File: config.mk
export PLATFORM = sky130hd
export DESIGN_NAME = alu_exec
export DESIGN_NICKNAME = d
export VERILOG_FILES = /design/src/rtl/alu_exec.sv
export SDC_FILE = /design/constraint.sdc
export NUM_CORES = 1
export LEC_CHECK = 0
export BUFFER_PORTS_ARGS = -buffer_cell sky130_fd_sc_hd__buf_2
export CELL_PAD_IN_SITES_DETAIL_PLACEMENT = 1
export CELL_PAD_IN_SITES_GLOBAL_PLACEMENT = 1
export CORE_MARGIN = 1.5
export CORE_UTILIZATION = 45
export CTS_CLUSTER_DIAMETER = 100
export DETAILED_ROUTE_END_ITERATION = 7
export GPL_TIMING_DRIVEN = 0
export PLACE_DENSITY = 0.95
export SYNTH_ARGS = -nofsm -noshare
export SYNTH_HDL_FRONTEND = slang
export SYNTH_SLANG_ARGS = --single-unit
File: constraint.sdc
create_clock -name clk -period 8.4 [get_ports clk]
set_clock_uncertainty 0.1 [all_clocks]
set_input_delay 0.84 -clock clk [delete_from_list [all_inputs] [get_ports clk]]
set_output_delay 0.84 -clock clk [all_outputs]
set_load 0.02 [all_outputs]
File: src/rtl/alu_exec.sv
// Single-issue ALU execution stage: one-cycle logic/arithmetic/compare ops and
// bit-serial shifts (one bit per cycle) behind a valid/ready handshake.
module alu_exec #(
  parameter int DATA_WIDTH = 32
) (
  input  logic                  clk,
  input  logic                  reset,
  input  logic                  flush,
  input  logic                  in_valid,
  output logic                  in_ready,
  input  logic [3:0]            operation,
  input  logic [DATA_WIDTH-1:0] src_a,
  input  logic [DATA_WIDTH-1:0] src_b,
  output logic                  out_valid,
  output logic [DATA_WIDTH-1:0] result,
  output logic                  zero
);

  localparam int SHAMT_W = $clog2(DATA_WIDTH);

  typedef enum logic [3:0] {
    OP_AND  = 4'b0000,
    OP_OR   = 4'b0001,
    OP_ADD  = 4'b0010,
    OP_SLL  = 4'b0011,
    OP_SRL  = 4'b0100,
    OP_SUB  = 4'b0101,
    OP_SRA  = 4'b0110,
    OP_SLT  = 4'b0111,
    OP_BEQ  = 4'b1000,
    OP_BNE  = 4'b1001,
    OP_BLT  = 4'b1010,
    OP_BGE  = 4'b1011,
    OP_XOR  = 4'b1100,
    OP_LUI  = 4'b1101,
    OP_RES0 = 4'b1110,
    OP_RES1 = 4'b1111
  } alu_op_e;

  typedef enum logic {
    IDLE,
    SHIFT
  } state_e;

  state_e                  state_q, state_d;
  logic [SHAMT_W-1:0]      count_q, count_d;
  logic [DATA_WIDTH-1:0]   shreg_q, shreg_d;
  alu_op_e                 shop_q, shop_d;
  logic [DATA_WIDTH-1:0]   result_q, result_d;
  logic                    zero_q, zero_d;
  logic                    out_valid_q, out_valid_d;

  logic [DATA_WIDTH-1:0]   alu_res;
  logic [DATA_WIDTH-1:0]   shifted;
  logic [SHAMT_W-1:0]      shamt;
  logic                    is_shift;
  alu_op_e                 op_in;

  function automatic logic [DATA_WIDTH-1:0] flag(input logic cond);
    return {{(DATA_WIDTH-1){1'b0}}, cond};
  endfunction

  // Shift ops only reach this path with a zero shift amount, so they pass src_a.
  function automatic logic [DATA_WIDTH-1:0] alu_f(input alu_op_e op,
                                                  input logic [DATA_WIDTH-1:0] a,
                                                  input logic [DATA_WIDTH-1:0] b);
    logic [DATA_WIDTH-1:0] r;
    case (op)
      OP_AND:                 r = a & b;
      OP_OR:                  r = a | b;
      OP_ADD:                 r = a + b;
      OP_SUB:                 r = a - b;
      OP_SLL, OP_SRL, OP_SRA: r = a;
      OP_SLT, OP_BLT:         r = flag($signed(a) < $signed(b));
      OP_BEQ:                 r = flag(a == b);
      OP_BNE:                 r = flag(a != b);
      OP_BGE:                 r = flag($signed(a) >= $signed(b));
      OP_XOR:                 r = a ^ b;
      OP_LUI:                 r = b;
      default:                r = '0;
    endcase
    return r;
  endfunction

  function automatic logic [DATA_WIDTH-1:0] shift1(input alu_op_e op,
                                                   input logic [DATA_WIDTH-1:0] v);
    logic [DATA_WIDTH-1:0] r;
    case (op)
      OP_SLL:  r = {v[DATA_WIDTH-2:0], 1'b0};
      OP_SRL:  r = {1'b0, v[DATA_WIDTH-1:1]};
      default: r = {v[DATA_WIDTH-1], v[DATA_WIDTH-1:1]};
    endcase
    return r;
  endfunction

  always_comb begin
    op_in       = alu_op_e'(operation);
    shamt       = src_b[SHAMT_W-1:0];
    is_shift    = (op_in == OP_SLL) || (op_in == OP_SRL) || (op_in == OP_SRA);
    alu_res     = alu_f(op_in, src_a, src_b);
    shifted     = shift1(shop_q, shreg_q);

    state_d     = state_q;
    count_d     = count_q;
    shreg_d     = shreg_q;
    shop_d      = shop_q;
    result_d    = result_q;
    zero_d      = zero_q;
    out_valid_d = 1'b0;

    case (state_q)
      IDLE: begin
        if (in_valid) begin
          if (is_shift && (shamt != '0)) begin
            state_d = SHIFT;
            count_d = shamt;
            shreg_d = src_a;
            shop_d  = op_in;
          end else begin
            result_d    = alu_res;
            zero_d      = (alu_res == '0);
            out_valid_d = 1'b1;
          end
        end
      end
      SHIFT: begin
        shreg_d = shifted;
        count_d = count_q - SHAMT_W'(1);
        if (count_q == SHAMT_W'(1)) begin
          state_d     = IDLE;
          result_d    = shifted;
          zero_d      = (shifted == '0);
          out_valid_d = 1'b1;
        end
      end
      default: state_d = IDLE;
    endcase

    // Flush overrides both acceptance and shift completion; outputs keep old values.
    if (flush) begin
      state_d     = IDLE;
      count_d     = '0;
      shreg_d     = shreg_q;
      shop_d      = shop_q;
      result_d    = result_q;
      zero_d      = zero_q;
      out_valid_d = 1'b0;
    end
  end

  always_ff @(posedge clk) begin
    if (reset) begin
      state_q     <= IDLE;
      count_q     <= '0;
      shreg_q     <= '0;
      shop_q      <= OP_AND;
      result_q    <= '0;
      zero_q      <= 1'b1;
      out_valid_q <= 1'b0;
    end else begin
      state_q     <= state_d;
      count_q     <= count_d;
      shreg_q     <= shreg_d;
      shop_q      <= shop_d;
      result_q    <= result_d;
      zero_q      <= zero_d;
      out_valid_q <= out_valid_d;
    end
  end

  assign in_ready  = (state_q == IDLE);
  assign out_valid = out_valid_q;
  assign result    = result_q;
  assign zero      = zero_q;

endmodule

==> results.txt <==
----------------------------------------------------
[Outcome]
  Outcome ... finished clean

[Timing]
  Final total negative setup slack ... 0 ps
  FMAX ... 0.178 GHz
  Unrepaired setup endpoints after global routing ... no
  Hold Vio Cnt, Final ... 0
  Final period util ... 66.9%
  Post-layout min period ... 5620 ps
  Least-Margin Pin Slew ... 1320 ps
  Setup violation total in the final timing report ... 0
  Final Max Tran Viols ... 0
  Worst slew margin relative to its limit ... 12.0%

[Worst setup path]
  Setup crit end kind ... flip-flop
  Worst reg2reg path depth ... 12
  Signal arrival time at the worst endpoint ... 5780 ps
  Worst reg2reg setup slack ... 4430 ps
  Worst setup path start ... operation[0]
  Reg2Reg Launch Point ... state_q
  Data required time of the critical path ... 8560 ps
  Termination of the worst setup path ... result[29]
  Top fanout value on the critical path ... 10
  Worst setup path category ... in2reg
  Nature of the critical path startpoint ... primary input
  Endpoint of the worst register-to-register path ... zero

[Routing]
  Violation count after the first detailed-routing iteration ... 1394
  DRT Wirelength ... 50900 µm
  Drt first pass iters ... 6
  Number of vias per cell ... 6.98
  Routed vias ... 12875
  Number of remaining DRC errors ... 0
  Routed len/inst ... 27.6 µm
  Detail Route Antenna Nets ... 0

[Power]
  Share of power burned in the clock network ... 28.0%
  Leakage power of the design ... 4.40 nW
  Highest ir drop seen on vdd ... 108 µV
  Pwr Density ... 126 mW/mm²
  Switching Share ... 43.1%
  Internal Power ... 0.800 mW
  Share of total power in combinational logic ... 44.6%
  Part of the total power dissipated in sequential elements ... 27.4%
  NetSw ... 0.606 mW
  Final Power ... 1.41 mW

[Global routing]
  Number of antenna violations at the first check in global routing ... 0
  Sum of overflow across all layers after global routing ... 0
  Global-route wire length before repair ... 76700 µm
  Number of global-route vias before repair ... 12824
  Pin count of the biggest net entering global routing ... 14
  Total track usage ... 42.5%

[CTS]
  H-tree levels ... 3
  Hold-fix buffers, CTS ... 0
  Setup bufs post-CTS ... 0
  CTS tree ... built
  Clk sinks ... 76
  Number of CTS-inserted buffers ... 9
  Clock latency of the later-clocked register in the worst-skew pair ... 350 ps
  Post-cts sizing count ... 0
  Clock-pin slew on the worst setup and hold paths ... 60 ps
  Clock tree buffer depth ... 2
  Clock root buffer ... clkbuf_16

[Layout]
  Post-route cell area ... 0.0112 mm²
  Area overhead of the layout relative to synthesis ... 11.9%
  Number of nets in the finished design ... 1732
  Antenna fix cells ... 0
  Final cell count without fillers ... 1844
  Ratio of cells with drive above 1 in the final layout ... 12.4%

[Placed design]
  Global placement routability congestion ... 1.04
  IO Port Bufs ... 105
  Sum of net half-perimeters after detailed placement ... 40200 µm
  Total instance count after detailed placement ... 1828
  Instance area at placement ... 0.0109 mm²

[Synth]
  Avg Cell Area, Syn ... 6.93 µm²
  Synth Flop Type ... dfxtp_1
  Portion of the post-synthesis area used by sequential elements ... 15.2%
  Share of the synthesized area in the top cell type ... 15.2%
  Count leader, synth ... nand2_1
  Synthesized instance count ... 1442
  Library cell with the largest summed area after synthesis ... dfxtp_1
  Mapped cell area ... 0.00999 mm²
  Number of flops mapped to enable cells by yosys ... 0
  Proportion of register bits with asynchronous set or reset after synthesis ... 0%
  Top cell types by occurrence after synthesis ... nand2_1, a21oi_1, inv_1
  Post-synthesis register bit count ... 76
  Cell variety after synth ... 95
  Net count after synthesis ... 1615
  Yosys warning count ... 0
  Leading post-synthesis cells by cell area ... dfxtp_1, ha_1, a21oi_1

[Floorplan]
  Core ar. ... 0.0218 mm²
  Initial core utilization ... 45.8%
  Width of the chip ... 152 µm
  Floorplan row count ... 54
  Die boundary height ... 152 µm
  Number of top-level pins ... 107
  Die area ... 0.0231 mm²

[Job]
  Max Cap Violations ... 0

[Worst hold path]
  Hold Crit Depth ... 2
  Tightest Hold Check Type ... reg2reg

----------------------------------------------------
## flip-flops by register name, summed over array words and instances (netlist names)
name       flops
count_q        5
out_valid      1
result        32
shop_q         4
shreg_q       32
state_q        1
zero           1
## final cells by class
| type | count | area, µm² |
|---|---|---|
| clock buffer | 11 | 233 |
| buffer | 105 | 458 |
| fill | 2923 | 10600 |
| tap | 280 | 350 |
| clock inverter | 5 | 61.3 |
| multi-input combinational | 1155 | 7620 |
| timing repair buffer | 106 | 537 |
| sequential | 76 | 1520 |
| inverter | 106 | 398 |
## layout by cell type, fill, tap and decap left out, types with 29 or more instances in the layout
cell type and instances:
inv_1 104, nor2_1 100, nand3_1 53, buf_2 125, clkbuf_1 72, a211oi_1 29
ha_1 99, o21ai_0 57, o211ai_1 67, dfxtp_1 76, a21oi_1 158, nand2_1 189
## worst min path at each step
stage                       endpoint  slack [ps]       start
after detailed placement  result[24]         350  result[24]
final                      result[5]         350   result[5]
after global routing      result[24]         370  result[24]
after CTS                 result[24]         350  result[24]
after global placement    result[29]         340  result[29]
after floorplan           count_q[4]         340  count_q[4]
## critical path, stage by stage
cell and delay (ps):
buf_2 160, buf_2 300, nand3b_1 120, a21oi_1 1030, buf_2 560, clkbuf_1 630, buf_1 830, a22o_1 330
a311oi_1 90, a21o_1 190, o22ai_1 280, o211ai_1 180, a21oi_1 240
## metal layers
| metal | share of wire, % | GRT usage, % | vias to the layer above |
|---|---|---|---|
| met5 | 0 | 0 | - |
| met4 | 5.1 | 21.0 | 0 |
| met3 | 10 | 8.73 | 208 |
| met2 | 46 | 70.3 | 816 |
| met1 | 39 | 52.4 | 6265 |
| li1 | - | - | 5586 |
## stage by stage
| stage | utilization, % | hold slack [ps] | setup WS (ps) |
|---|---|---|---|
| after global placement | 49.8 | 335 | 2930 |
| after floorplan | - | 335 | 4110 |
| after detailed placement | 49.9 | 346 | 2870 |
| after global routing | 51.2 | 372 | 2970 |
| final | 51.2 | 354 | 2780 |
| after CTS | 51.2 | 353 | 3160 |
## kinds of logic (layout without fill, tap and decap cells)
family / Yosys count / after routing / synth area share (%)
buffers and inverters: 211 / 333 / 8.57
flip-flops: 76 / 76 / 15.2
AND/OR/NAND/NOR: 498 / 498 / 23.7
adder cells (fa/ha/maj): 101 / 101 / 12.8
AO/OA/AOI/OAI: 532 / 532 / 37.3
XOR/XNOR: 6 / 6 / 0.526
multiplexers: 18 / 18 / 1.84
## power groups by stage
| stage | clock (mW) | combinational, mW | sequential (mW) |
|---|---|---|---|
| final | 0.393 | 0.627 | 0.385 |
| after detailed placement | 0 | 0.596 | 0.392 |
| after floorplan | 0 | 0.365 | 0.402 |
| after global placement | 0 | 0.581 | 0.391 |
| after global routing | 0.405 | 0.659 | 0.387 |
| after CTS | 0.390 | 0.601 | 0.385 |
(Power assumes the default switching activity.)
